==> src/rtl/pipeline_collector.sv <==
// pipeline_collector: follows each `en` through the upstream pipeline latency,
// captures the matching `y` word into a small FIFO, and presents the FIFO head on
// a valid/ready stream. `stall` warns the upstream driver before the FIFO fills.
module pipeline_collector #(
    parameter int WIDTH   = 8,
    parameter int LATENCY = 2,
    parameter int DEPTH   = 4
) (
    input  logic                       clock,
    input  logic                       reset,
    input  logic                       en_in,
    input  logic [WIDTH-1:0]           y_in,
    output logic [WIDTH-1:0]           out_data,
    output logic                       out_valid,
    input  logic                       out_ready,
    output logic [$clog2(DEPTH+1)-1:0] count,
    output logic                       stall,
    output logic                       overflow
);

    localparam int CW = $clog2(DEPTH + 1);
    localparam int PW = $clog2(DEPTH);
    localparam int IW = $clog2(LATENCY + 1);
    localparam int SW = ((CW > IW) ? CW : IW) + 1;

    logic [LATENCY-1:0] sr;
    logic [IW-1:0]      inflight;
    logic [PW-1:0]      rd_ptr;
    logic [PW-1:0]      wr_ptr;
    logic [WIDTH-1:0]   mem [DEPTH];
    logic               push;
    logic               pop;
    logic               full;
    logic [SW-1:0]      occupancy;

    assign push      = sr[LATENCY-1];
    assign out_valid = (count != '0);
    assign pop       = out_valid & out_ready;
    assign full      = (count == CW'(DEPTH));
    assign out_data  = mem[rd_ptr];

    // Occupancy counts queued words plus words still travelling through the pipeline.
    always_comb begin
        occupancy = SW'(count) + SW'(inflight);
        stall     = (occupancy >= SW'(DEPTH));
    end

    // Delay line marking which pipeline output slots carry a real word.
    always_ff @(posedge clock or negedge reset) begin
        if (!reset) begin
            sr <= '0;
        end else begin
            sr[0] <= en_in;
            for (int i = 1; i < LATENCY; i++) begin
                sr[i] <= sr[i-1];
            end
        end
    end

    // Number of enables issued whose words have not yet reached the capture point.
    always_ff @(posedge clock or negedge reset) begin
        if (!reset) begin
            inflight <= '0;
        end else if (en_in && !push) begin
            inflight <= inflight + IW'(1);
        end else if (!en_in && push) begin
            inflight <= inflight - IW'(1);
        end
    end

    // FIFO storage and write pointer; a full FIFO only accepts when the head leaves.
    always_ff @(posedge clock or negedge reset) begin
        if (!reset) begin
            wr_ptr <= '0;
            for (int i = 0; i < DEPTH; i++) begin
                mem[i] <= '0;
            end
        end else if (push && (pop || !full)) begin
            mem[wr_ptr] <= y_in;
            wr_ptr      <= wr_ptr + PW'(1);
        end
    end

    // Read pointer advances on every accepted output word.
    always_ff @(posedge clock or negedge reset) begin
        if (!reset) begin
            rd_ptr <= '0;
        end else if (pop) begin
            rd_ptr <= rd_ptr + PW'(1);
        end
    end

    // Word count kept apart from the pointers so full and empty never alias.
    always_ff @(posedge clock or negedge reset) begin
        if (!reset) begin
            count <= '0;
        end else if (push && !pop && !full) begin
            count <= count + CW'(1);
        end else if (pop && !push) begin
            count <= count - CW'(1);
        end
    end

    // Sticky flag for a captured word lost to a full FIFO.
    always_ff @(posedge clock or negedge reset) begin
        if (!reset) begin
            overflow <= 1'b0;
        end else if (push && !pop && full) begin
            overflow <= 1'b1;
        end
    end

endmodule

==> config.mk <==
export PLATFORM = sky130hd
export DESIGN_NAME = pipeline_collector
export DESIGN_NICKNAME = d
export VERILOG_FILES = /design/src/rtl/pipeline_collector.sv
export SDC_FILE = /design/constraint.sdc
export NUM_CORES = 1
export LEC_CHECK = 0
export ABC_AREA = 0
export CAP_MARGIN = 30
export CELL_PAD_IN_SITES_DETAIL_PLACEMENT = 1
export CELL_PAD_IN_SITES_GLOBAL_PLACEMENT = 1
export CORE_MARGIN = 4
export CORE_UTILIZATION = 45
export CTS_BUF_LIST = sky130_fd_sc_hd__clkbuf_16
export CTS_CLUSTER_DIAMETER = 30
export DETAILED_ROUTE_END_ITERATION = 6
export PLACE_DENSITY = 0.83
export SLEW_MARGIN = 10
export SYNTH_ARGS = -nofsm -noshare
export SYNTH_HDL_FRONTEND = slang
export SYNTH_SLANG_ARGS = --single-unit
==> constraint.sdc <==
create_clock -name clock -period 2.87 [get_ports clock]
set_clock_uncertainty 0.2 [all_clocks]
set_input_delay 0.287 -clock clock [delete_from_list [all_inputs] [get_ports clock]]
set_output_delay 0.287 -clock clock [all_outputs]
set_load 0.02 [all_outputs]
Yosys cells after proc, flatten, opt, wreduce, memory -nomap -nowiden
Index checks and enable logic that the tools add are counted.
{"block": "word_totals", "regBits": 44, "input_bits": 12, "out_inout_bits": 14, "elab_cells": 51}
{"block": "classes", "n_addsub": 7, "magnitude_cmp": 4, "eq_ne": 1, "mux": 10, "bitwise_logic": 3, "n_reduce_logical": 16}
{"op": "$bwmux W32", "n": 1}
{"op": "$mux W8", "n": 3}
{"op": "$bmux W8 S2", "n": 1}
{"op": "$demux W8 S2", "n": 1}
{"op": "$logic_and A1 B1 Y1", "n": 8}
{"op": "$add A2 B1 Y2 const B", "n": 3}
{"op": "$ge A3 B3 Y1 const B", "n": 2}
{"op": "$mux W3", "n": 2}
{"op": "$not A2 Y3", "n": 2}
{"op": "$add A3 B2 Y4", "n": 1}
{"op": "$ge A4 B3 Y1 const B", "n": 1}
{"op": "$logic_not A1 Y1", "n": 4}
{"op": "$mux W2", "n": 2}
{"op": "$reduce_bool A2 Y1", "n": 2}
{"op": "$add A3 B1 Y3 const B", "n": 1}
{"op": "$eq A3 B3 Y1 const B", "n": 1}
{"op": "$lt A3 B1 Y1 const B", "n": 1}
{"op": "$reduce_bool A3 Y1", "n": 1}
{"op": "$sub A3 B1 Y3 const B", "n": 1}
{"op": "$sub A2 B1 Y2 const B", "n": 1}
{"op": "$and A1 B1 Y1", "n": 1}
{"op": "$logic_or A1 B1 Y1", "n": 1}

Longest topological paths before layout
Gate-level depths: netlist (run 1).
{"block": "depth", "word_depth": 6, "mapped_depth": 8, "mapped_depth_nobuf": 7}

Least setup slack after synthesis (run 1)
No wires, ideal clock.
{"block": "synth_path", "path_type": "register -> register", "start": "register count[0]", "end": "register count[2]", "setup_time_ps": 67, "t_arrival_ps": 2613, "required_time_ps": 2603, "path_slack_ps": -10, "stages_incl_launch_ff": 9, "path_buffers": 1, "synth_period_minus_slack_ps": 2880, "cell_sequence": "dfrtp_1 buf_2 or3_1 o21ai_0 nand2_1 fa_1 or4b_2 o21ai_0 a311o_1"}
{"block": "synth_via", "elab_chain_cells": 6, "elab_cells_between_ends": 13, "classes_between": "add/sub (2); eq/ne (1); mux (2); bitwise (1); reduce/logical (7)"}
{"element": "start: declaration", "line_no": "16", "text": "output logic [$clog2(DEPTH+1)-1:0] count,"}
{"element": "start signal: assignment", "line_no": "98", "text": "count <= count + CW'(1);"}
{"element": "start signal: assignment", "line_no": "100", "text": "count <= count - CW'(1);"}
{"element": "$reduce_bool A3 Y1 *", "line_no": "37", "text": "assign out_valid = (count != '0);"}
{"element": "named net out_valid", "line_no": "14", "text": "output logic out_valid,"}
{"element": "$and A1 B1 Y1 *", "line_no": "38", "text": "assign pop = out_valid & out_ready;"}
{"element": "$logic_not A1 Y1", "line_no": "97", "text": "end else if (push && !pop && !full) begin"}
{"element": "$logic_and A1 B1 Y1 (2 in a row)", "line_no": "97"}
{"element": "$mux W3 or $reduce_bool A2 Y1 (tied branches)"}
Mark *: on every way through the listed nets, which the timed path passes. The rest lies on a longest branch. The select of a mux whose other input is x is not followed.
A chain may end at the register's enable or synchronous reset.

Worst setup path after layout (run 1)
{"block": "layout_path", "start": "register count[2]", "end": "register count[2]"}
{"block": "layout_via", "elab_chain_cells": 6, "elab_cells_between_ends": 13, "classes_between": "add/sub (2); eq/ne (1); mux (2); bitwise (1); reduce/logical (7)"}
{"element": "branches (longest 6 deep; another with $sub A3 B1 Y3)"}
Parallel ways; which one is timed is not known. The select of a mux whose other input is x is not followed.

==> results.ini, run 1 <==
[sta]
hold_viol = 0
fin_crit_sh_pct = 93.12
rsz0062_at_grt = no
drv_slew = 0
finalSetupViolCount = 0
fin_setup_tns_ns = 0
layout_min_cycle_time_ns = 2.672
slew_headroom_pct = 64.15
tightestPinTransition_ns = 0.5371
clock.fmax_mhz = 374.2
whs_ns = 0.1816

[route]
routed_wl_mm = 4.795
viasPerCell = 5.602
dr.pass1.iters = 4
drc = 0
dr.first_iter.drc_count = 43
ant_nets = 0
via_count = 1294
wire_per_inst_um = 20.76

[placement]
place_area_mm2 = 0.002405
placed_cells = 222
finalWeightedCongestion = 0.7831
dpl.hpwl_mm = 3.291
io_buffers = 25

[logic_synthesis]
yosysSeqAreaShare_pct = 52.95
syn_nets = 165
ys_async_sr_fraction_pct = 100.0
synth_edf_count = 0
netlist_area_mm2 = 0.002079
yosys.area.top_type = dfrtp_1
ys.flop_type = dfrtp_1
syn_area_per_cell_um2 = 14.24
yosys_warnings = 0
synth_area_leaders = dfrtp_1, mux2_2, mux4_2
ys_ff_latch = 44
synthDominantCellAreaShare_pct = 52.95
syn_inst = 146
ys_types = 27

[global_route]
top_usage_layer = met2
grt_pass1_vias = 1510
met1_usage_pct = 20.54
antenna_found_initial = 0
use_met2_pct = 31.42
grt_pass1_wl_mm = 8.052
grt_start_max_net_pins = 45
grt_util_met3_pct = 4.728
grt_usage_pct = 17.80
grt.overflow.total = 0

[floorplan]
dieWidth_um = 75.98
fp.dieArea_mm2 = 0.005773
dieHeight_um = 75.98
boundaryPins = 26
rows = 24
core_region_area_mm2 = 0.004414
initial_core_util_pct = 47.11

[worst_setup_path]
r2r_end = count[2]$_DFFE_PN0P_
reg2reg_depth = 7
reg2reg_from = count[2]$_DFFE_PN0P_
crit_path_end_kind = register
crit_path_start_kind = register
r2r_slack_ns = 0.20
cp_data_required_time_ns = 2.89
path_max_fanout = 9
crit_type = register to register
arrival_ns = 2.69

[cts]
clock_latency_ns = 0.28
cts_num_sinks = 44
cts_made_buffers = 5
clockBufferDepth = 2
root_buffer = clkbuf_16
clk_pin_slew_ns = 0.06
cts_tree = done
cts_setup_buffers = 0
htreeDepth = 2

[run]
max-cap-violations = 0

[final_layout]
postLayoutCellArea_mm2 = 0.002569
antennaDiodeCount = 0
syn_to_final_growth_pct = 23.53
final_cells = 231
fin_nets = 198
final_layout_size_suffix_gt1_share_pct = 34.64

[hold_path]
min_from = sr[0]$_DFF_PN0_
hold_depth = 0
min_to = sr[1]$_DFF_PN0_
hp-class = register to register

[power]
leakagePower_nw = 1.059
irDropWorstVdd_mv = 0.4856
power.total_w = 0.003265
power_density_mw_per_mm2 = 1271

[outcome]
status = finished clean

-- cells by family (layout without fill, tap and decap cells) --
group | count (synthesis) | in the layout | synth area share [%]
flops | 44 | 44 | 52.95
mux | 41 | 41 | 26.53
xor+xnor | 8 | 8 | 3.370
fa+ha+maj | 7 | 7 | 4.573
buf+inv | 9 | 42 | 1.864
simple gates | 27 | 27 | 7.221
compound gates | 10 | 10 | 3.490
-- critical path: stages, from the launching register on --
cell	delay, ns
dfrtp_2	0.47
or3_4	0.37
o21ai_0	0.11
nand2_1	0.09
fa_1	0.43
or4b_2	0.63
o21ai_0	0.17
a311o_1	0.13
-- synth_stat cells, types with 2 or more instances --
cell      n
dfrtp_1  44
buf_2     3
o21ai_0   4
mux4_2    8
mux2_2   33
nor2_1    4
inv_1     3
ha_1      6
nor2_2    4
xor2_1    3
nand2_1  10
a311o_1   2
xnor2_1   5
nand3_1   4
-- layer usage --
metal | part of all wire (%) | vias up
met4 | 2.0 | 0
li1 | - | 587
met3 | 3.0 | 8
met5 | 0 | -
met1 | 40 | 676
met2 | 55 | 23
-- area by class of cell --
cell class              count  area (um2)
fillers                   423        1846
flip-flops and latches     44        1102
multi-input cells          93       944.7
repair buffers             32       312.8
clock buffers               5       125.1
well taps                  52       65.06
inverters                   3       11.26
clock inverters             2       7.507
-- flip-flops by register name (all words and copies together) (netlist names) --
| register | count |
|---|---|
| overflow | 1 |
| wr_ptr | 2 |
| count | 3 |
| sr | 2 |
| mem | 32 |
| rd_ptr | 2 |
| inflight | 2 |
-- how the worst max path moves through the flow --
| stage | cells past startpoint | endpoint | startpoint | slack, ns |
|---|---|---|---|---|
| detailed placement | 7 | count[2]$_DFFE_PN0P_ | count[2]$_DFFE_PN0P_ | 0.20 |
| CTS | 7 | count[2]$_DFFE_PN0P_ | count[2]$_DFFE_PN0P_ | 0.14 |
| floorplan | 8 | count[2]$_DFFE_PN0P_ | count[0]$_DFFE_PN0P_ | 0.08 |
| finish | 7 | count[2]$_DFFE_PN0P_ | count[2]$_DFFE_PN0P_ | 0.20 |
| global route | 7 | count[2]$_DFFE_PN0P_ | count[2]$_DFFE_PN0P_ | 0.04 |
| global placement | 7 | count[2]$_DFFE_PN0P_ | count[2]$_DFFE_PN0P_ | 0.33 |
-- metrics by stage --
| stage | setup WS (ns) | util (%) |
|---|---|---|
| 2_1_floorplan | 0.07720 | - |
| 3_3_place_gp | 0.3272 | 54.48 |
| 3_5_place_dp | 0.1977 | 54.48 |
| 4_1_cts | 0.1375 | 57.71 |
| 5_1_grt | 0.03572 | 58.19 |
| 6_report | 0.1975 | 58.19 |
-- power by group --
group	leakage, nW	internal (W)	switching, W
Sequential	0.510	0.000934	0.000232
Combinational	0.484	0.000874	0.000704
Clock	0.0648	0.000311	0.000210
Total	1.06	0.00212	0.00115
-- timing repair --
item	CTS	global route
hold buffers	1	0
resized for setup	0	1
hold endpoints to repair	7	0
endpoints found under the setup margin	0	1
-- layout by cell type (no fill, tap or decap), types with 2 or more instances in the layout --
cell             count
a311o_1              2
buf_4                5
clkbuf_16            5
clkdlybuf4s50_1     24
clkinv_1             2
dfrtp_1             43
ha_1                 6
inv_1                3
mux2_2              33
mux4_2               8
nand2_1             10
nand3_1              4
nor2_1               4
nor2_2               4
o21ai_0              4
xnor2_1              5
xor2_1               3
(Power assumes the default switching activity.)
==> run 2: changes to the inputs <==
--- a/config.mk
+++ b/config.mk
@@ -10,11 +10,11 @@
 export CELL_PAD_IN_SITES_DETAIL_PLACEMENT = 1
 export CELL_PAD_IN_SITES_GLOBAL_PLACEMENT = 1
 export CORE_MARGIN = 4
-export CORE_UTILIZATION = 45
+export CORE_UTILIZATION = 35
 export CTS_BUF_LIST = sky130_fd_sc_hd__clkbuf_16
 export CTS_CLUSTER_DIAMETER = 30
 export DETAILED_ROUTE_END_ITERATION = 6
-export PLACE_DENSITY = 0.83
+export PLACE_DENSITY = 0.68
 export SLEW_MARGIN = 10
 export SYNTH_ARGS = -nofsm -noshare
 export SYNTH_HDL_FRONTEND = slang
==> run 2 against run 1 <==
  * Design area increased by 2.6%
  * Sequential power about the same
  * First-iteration DRC count increased by 4.7%
  * Routed wire length decreased by 9.1%
  * Utilization decreased by 11 points
==> results.ini, run 2 (same netlist as run 1, synthesis figures left out) <==
[floorplan]
rows = 27  ; +13%
dieWidth_um = 85.08  ; +12%
initial_core_util_pct = 36.86  ; -10 points
boundaryPins = 26  ; unchanged
dieHeight_um = 85.08  ; +12%
fp.dieArea_mm2 = 0.007239  ; +25%
core_region_area_mm2 = 0.005642  ; +28%

[sta]
tightestPinTransition_ns = 0.5247  ; -0.01239 ns
fin_crit_sh_pct = 93.61  ; +0.49 points
finalSetupViolCount = 0  ; unchanged
slew_headroom_pct = 64.98  ; +0.83 points
layout_min_cycle_time_ns = 2.687  ; +0.01418 ns
clock.fmax_mhz = 372.2  ; -0.53%
rsz0062_at_grt = no
drv_slew = 0  ; unchanged
fin_setup_tns_ns = 0  ; unchanged
setup_ws_ns = 0.1833  ; -0.01418 ns
hold_viol = 0  ; unchanged

[hold_path]
hold_depth = 0  ; unchanged
hp-class = register to register

[placement]
dpl.hpwl_mm = 3.140  ; -4.6%
io_buffers = 25  ; unchanged
pre_cts_slack_ns = 0.1852  ; -0.01247 ns
finalWeightedCongestion = 0.8105  ; +3.5%
placed_cells = 242  ; +9.0%

[global_route]
antenna_found_initial = 0  ; unchanged
grt.overflow.total = 0  ; unchanged
grt_start_max_net_pins = 45  ; unchanged
grt_pass1_wl_mm = 7.665  ; -4.8%
grt_usage_pct = 13.46  ; -4.3 points
grt_pass1_vias = 1509  ; -0.066%

[worst_setup_path]
crit_buf_inv = 0  ; unchanged
cp_data_required_time_ns = 2.89  ; about the same
slowest_stage = or4b_2
r2r_slack_ns = 0.18  ; about the same
crit_path_start_kind = register
arrival_ns = 2.70  ; about the same
crit_type = register to register
path_max_fanout = 9  ; unchanged
reg2reg_depth = 7  ; unchanged
worstSetupPathDepth = 7  ; unchanged
crit_path_end_kind = register
crit_chain = or3_4 > o21ai_0 > nand2_1 > fa_1 > or4b_2 > o21ai_0 > a311o_1
cp_common_cell = o21ai_0
critPathTopFamily = simple AND/OR/NAND/NOR gates
crit_path_max_incr_delay_ns = 0.64  ; about the same

[outcome]
status = finished clean

[route]
drc = 0  ; unchanged
routed_wl_mm = 4.358  ; -9.1%
wire_per_inst_um = 17.29  ; -17%
dr.pass1.iters = 3  ; -1
via_count = 1259  ; -2.7%
viasPerCell = 4.996  ; -11%
ant_nets = 0  ; unchanged
dr.first_iter.drc_count = 45  ; +4.7%

[power]
irDropWorstVdd_mv = 0.4937  ; +1.7%
leakagePower_nw = 1.079  ; +1.9%
power_density_mw_per_mm2 = 1271  ; about the same
power.total_w = 0.003348  ; +2.5%

[cts]
clockBufferDepth = 2  ; unchanged
clock_latency_ns = 0.28  ; about the same
cts_made_buffers = 5  ; unchanged
post_cts_resized = 0  ; unchanged
root_buffer = clkbuf_16
cts_tree = done
clk_pin_slew_ns = 0.06  ; about the same
cts_num_sinks = 44  ; unchanged
htreeDepth = 2  ; unchanged

[final_layout]
final_common_cell = dfrtp_1
n_fill_cell = 577  ; +36%
ff_latch_area_mm2 = 0.001101  ; -0.11%
multi_input_area_um2 = 944.7  ; unchanged
final_cells = 252  ; +9.1%
utilization_pct = 46.71  ; -11 points
mostFrequentLayoutCells = dfrtp_1, mux2_2, clkdlybuf4s50_1, nand2_1, mux4_2
antennaDiodeCount = 0  ; unchanged
largest_register_ffs = 32  ; unchanged
largest-register = mem
reg.largest.list = mem: 32 flops, count: 3 flops
fin_nets = 198  ; unchanged
syn_to_final_growth_pct = 26.71
final_layout_size_suffix_gt1_share_pct = 34.44  ; -0.19 points

[run]
max-cap-violations = 0  ; unchanged

-- run 2: cell type report --
| class | instances | share of cell area (%) |
|---|---|---|
| Sequential cell | 44 | 41.79 |
| Tap cell | 72 | 3.419 |
| Clock buffer | 5 | 4.748 |
| Clock inverter | 3 | 1.424 |
| Multi-Input combinational cell | 93 | 35.85 |
| Inverter | 3 | 0.4273 |
| Timing Repair Buffer | 32 | 12.35 |
-- run 2: routing by layer --
| layer | vias up | GRT usage, % | share of wire, % |
|---|---|---|---|
| met1 | 641 | 16.41 | 42 |
| li1 | 591 | - | - |
| met2 | 25 | 23.66 | 53 |
| met3 | 2 | 3.883 | 3.9 |
| met4 | 0 | 2.734 | 0.32 |
| met5 | - | 0 | 0 |
-- run 2: worst paths after layout --
kind                                      start                    to
max                        count[2]$_DFFE_PN0P_  count[2]$_DFFE_PN0P_
min                             sr[0]$_DFF_PN0_       sr[1]$_DFF_PN0_
max reg2reg                count[2]$_DFFE_PN0P_  count[2]$_DFFE_PN0P_
min reg2reg                     sr[0]$_DFF_PN0_       sr[1]$_DFF_PN0_
max in group asynchronous                 reset   mem[23]$_DFFE_PN0P_
min in group asynchronous                 reset   mem[30]$_DFFE_PN0P_
-- run 2: repair_timing --
item / 4_1_cts / 5_1_grt
hold endpoints to repair: 0 / 14
setup buffers: 0 / 0
hold buffers: 0 / 1
-- run 2: stage by stage --
stage          hold slack, ns  area [um2]
5_1_grt                0.1768        2635
4_1_cts              0.007843        2605
6_report               0.1595        2635
3_5_place_dp           0.1497        2442
2_1_floorplan         -0.2086        2085
3_3_place_gp           0.1397        2442
-- run 2: where the power goes --
group          internal [W]  switching [W]
sequential         0.000931       0.000226
clock              0.000404       0.000219
combinational      0.000896       0.000672
total               0.00223        0.00112
==> run 3: changes to the inputs <==
--- a/config.mk
+++ b/config.mk
@@ -10,11 +10,12 @@
 export CELL_PAD_IN_SITES_DETAIL_PLACEMENT = 1
 export CELL_PAD_IN_SITES_GLOBAL_PLACEMENT = 1
 export CORE_MARGIN = 4
-export CORE_UTILIZATION = 35
+export CORE_UTILIZATION = 40
 export CTS_BUF_LIST = sky130_fd_sc_hd__clkbuf_16
 export CTS_CLUSTER_DIAMETER = 30
 export DETAILED_ROUTE_END_ITERATION = 6
-export PLACE_DENSITY = 0.68
+export GPL_TIMING_DRIVEN = 1
+export PLACE_DENSITY = 0.76
 export SLEW_MARGIN = 10
 export SYNTH_ARGS = -nofsm -noshare
 export SYNTH_HDL_FRONTEND = slang
==> run 3 against run 2 <==
  * Die area fell by 11%
  * Power decreased by 3.0%
  * Non-clock buffer count unchanged
  * Worst hold slack is essentially flat
  * Global-route usage is 2.3 points higher
  * Critical endpoint unchanged
  * Combinational power barely moved
  * Utilization is 6.5 points higher
==> results.ini, run 3 (same netlist as run 1, synthesis figures left out) <==
[placement]
finalWeightedCongestion = 0.7100  ; -12%
dpl.hpwl_mm = 3.068  ; -2.3%
pre_cts_slack_ns = 0.1466  ; -0.03863 ns
io_buffers = 25  ; unchanged

[route]
wire_per_inst_um = 18.39  ; +6.4%
routed_wl_mm = 4.543  ; +4.2%
via_count = 1279  ; +1.6%
drc = 0  ; unchanged
ant_nets = 0  ; unchanged
dr.first_iter.drc_count = 55  ; +22%
dr.pass1.iters = 3  ; unchanged
viasPerCell = 5.178  ; +3.6%

[final_layout]
final_common_cell = dfrtp_1
syn_to_final_growth_pct = 24.91
reg.largest.list = mem: 32 flops, count: 3 flops
n_fill_cell = 493  ; -15%
antennaDiodeCount = 0  ; unchanged
final_layout_size_suffix_gt1_share_pct = 33.89  ; -0.56 points
largest_register_ffs = 32  ; unchanged
fin_nets = 198  ; unchanged
largest-register = mem
mostFrequentLayoutCells = dfrtp_1, mux2_2, clkdlybuf4s50_1, nand2_1, mux4_2

[sta]
slew_headroom_pct = 63.25  ; -1.7 points
fin_setup_tns_ns = 0  ; unchanged
finalSetupViolCount = 0  ; unchanged
layout_min_cycle_time_ns = 2.715  ; +0.02845 ns
fin_crit_sh_pct = 94.60  ; +0.99 points
drv_slew = 0  ; unchanged
tightestPinTransition_ns = 0.5512  ; +0.02652 ns
setup_ws_ns = 0.1549  ; -0.02845 ns
clock.fmax_mhz = 368.3  ; -1.0%
hold_viol = 0  ; unchanged
rsz0062_at_grt = no

[floorplan]
initial_core_util_pct = 42.62  ; +5.8 points
fp.dieArea_mm2 = 0.006416  ; -11%
boundaryPins = 26  ; unchanged
dieWidth_um = 80.10  ; -5.9%
dieHeight_um = 80.10  ; -5.9%
core_region_area_mm2 = 0.004880  ; -14%
rows = 25  ; -7.4%

[cts]
cts_tree = done
clock_latency_ns = 0.28  ; about the same
post_cts_resized = 0  ; unchanged
clockBufferDepth = 2  ; unchanged
clk_pin_slew_ns = 0.06  ; about the same
htreeDepth = 2  ; unchanged
cts_made_buffers = 5  ; unchanged
root_buffer = clkbuf_16
cts_num_sinks = 44  ; unchanged

[power]
p_comb_share_pct = 48.3  ; +1.5 points
power.switching_w = 0.001128  ; +1.0%
pwr-share-seq_pct = 35.2  ; +0.6 points
leakagePower_nw = 1.072  ; -0.59%
power_density_mw_per_mm2 = 1251  ; -1.6%
p_int_w = 0.002120  ; -5.0%
irDropWorstVdd_mv = 0.4598  ; -6.9%
switching_share_pct = 34.72  ; +1.4 points
clkPwrFrac_pct = 16.5  ; -2.1 points

[hold_path]
hp-class = register to register

[global_route]
grt.overflow.total = 0  ; unchanged
grt_pass1_wl_mm = 7.431  ; -3.1%
grt_usage_pct = 15.72  ; +2.3 points
grt_start_max_net_pins = 45  ; unchanged
grt_pass1_vias = 1440  ; -4.6%
antenna_found_initial = 0  ; unchanged

[worst_setup_path]
crit_path_max_incr_delay_ns = 0.64  ; about the same
crit_path_start_kind = register
crit_path_end_kind = register
crit_type = register to register
path_max_fanout = 9  ; unchanged
arrival_ns = 2.73  ; +0.03 ns
crit_chain = or3_4 > o21ai_0 > nand2_1 > fa_1 > or4b_2 > o21ai_0 > a311o_1
slowest_stage = or4b_2
cp_data_required_time_ns = 2.89  ; about the same
cp_common_cell = o21ai_0

[run]
max-cap-violations = 0  ; unchanged

[outcome]
status = finished clean

run 3: cell types whose count changed in the layout (fill, tap and decap cells not counted):
cell,before,now
buf_12,2,0
inv_1,3,5
buf_16,0,1
buf_4,4,5
bufinv_16,1,0
clkinv_1,2,1
run 3: path summary, 6_finish.rpt:
path | depth (start not counted) | slack [ns] | to | start
setup / recovery | 7 | 0.15 | count[2]$_DFFE_PN0P_ | count[2]$_DFFE_PN0P_
hold / removal | 0 | 0.16 | sr[1]$_DFF_PN0_ | sr[0]$_DFF_PN0_
setup reg to reg | 7 | 0.15 | count[2]$_DFFE_PN0P_ | count[2]$_DFFE_PN0P_
hold reg to reg | 0 | 0.16 | sr[1]$_DFF_PN0_ | sr[0]$_DFF_PN0_
max in group asynchronous | 3 | 1.65 | mem[18]$_DFFE_PN0P_ | reset
min in group asynchronous | 2 | 0.32 | mem[2]$_DFFE_PN0P_ | reset
run 3: metal layers:
metal  vias to the layer above  share of wire, %  wire length [um]  global-route usage [%]
li1                        591                 -                 -                       -
met1                       669                42              1900                   19.46
met2                        13                54              2435                   26.41
met3                         6               2.9               131                   4.148
met4                         0               1.7                76                   5.574
met5                         -                 0                 0                       0
run 3: power by group through the flow:
| stage | sequential, W | combinational, W | clock [W] |
|---|---|---|---|
| after floorplan | 0.00111 | 0.00103 | 0 |
| after global placement | 0.00111 | 0.00152 | 0 |
| after detailed placement | 0.00115 | 0.00158 | 0 |
| after CTS | 0.00114 | 0.00159 | 0.000550 |
| after global routing | 0.00118 | 0.00170 | 0.000588 |
| final | 0.00114 | 0.00157 | 0.000537 |
run 3: metrics by stage:
| step | hold slack [ns] | total power, W | instance area [um2] | utilization, % | std cells |
|---|---|---|---|---|---|
| final | 0.1591 | 0.003248 | 2597 | 53.23 | 247 |
| after global routing | 0.1774 | 0.003467 | 2597 | 53.23 | 247 |
| after CTS | 0.009544 | 0.003285 | 2560 | 52.46 | 245 |
| after detailed placement | 0.1492 | 0.002733 | 2424 | 49.67 | 237 |
| after global placement | 0.1358 | 0.002634 | 2424 | 49.67 | 237 |
| after floorplan | -0.2086 | 0.002139 | 2085 | - | 146 |
run 3: cell type report:
class | count | area [um2] | area share, %
clock buffer | 5 | 125.1 | 4.817
clock inverter | 3 | 11.26 | 0.4335
inverter | 3 | 11.26 | 0.4335
multi-input combinational | 93 | 944.7 | 36.37
sequential | 44 | 1101 | 42.39
tap | 67 | 83.83 | 3.227
timing repair buffer | 32 | 320.3 | 12.33
run 3: repair_timing:
action | CTS | global route
setup buffers | 0 | 0
hold endpoints to repair | 0 | 21
hold buffers | 0 | 1
run 3: worst max-delay path, delay by kind of cell, from the launching register on:
family                   cells  cell delay (ns)
AND/OR/NAND/NOR              3             1.12
adder cells (fa/ha/maj)      1             0.43
AO/OA/AOI/OAI                3             0.43
flip-flops                   1             0.48
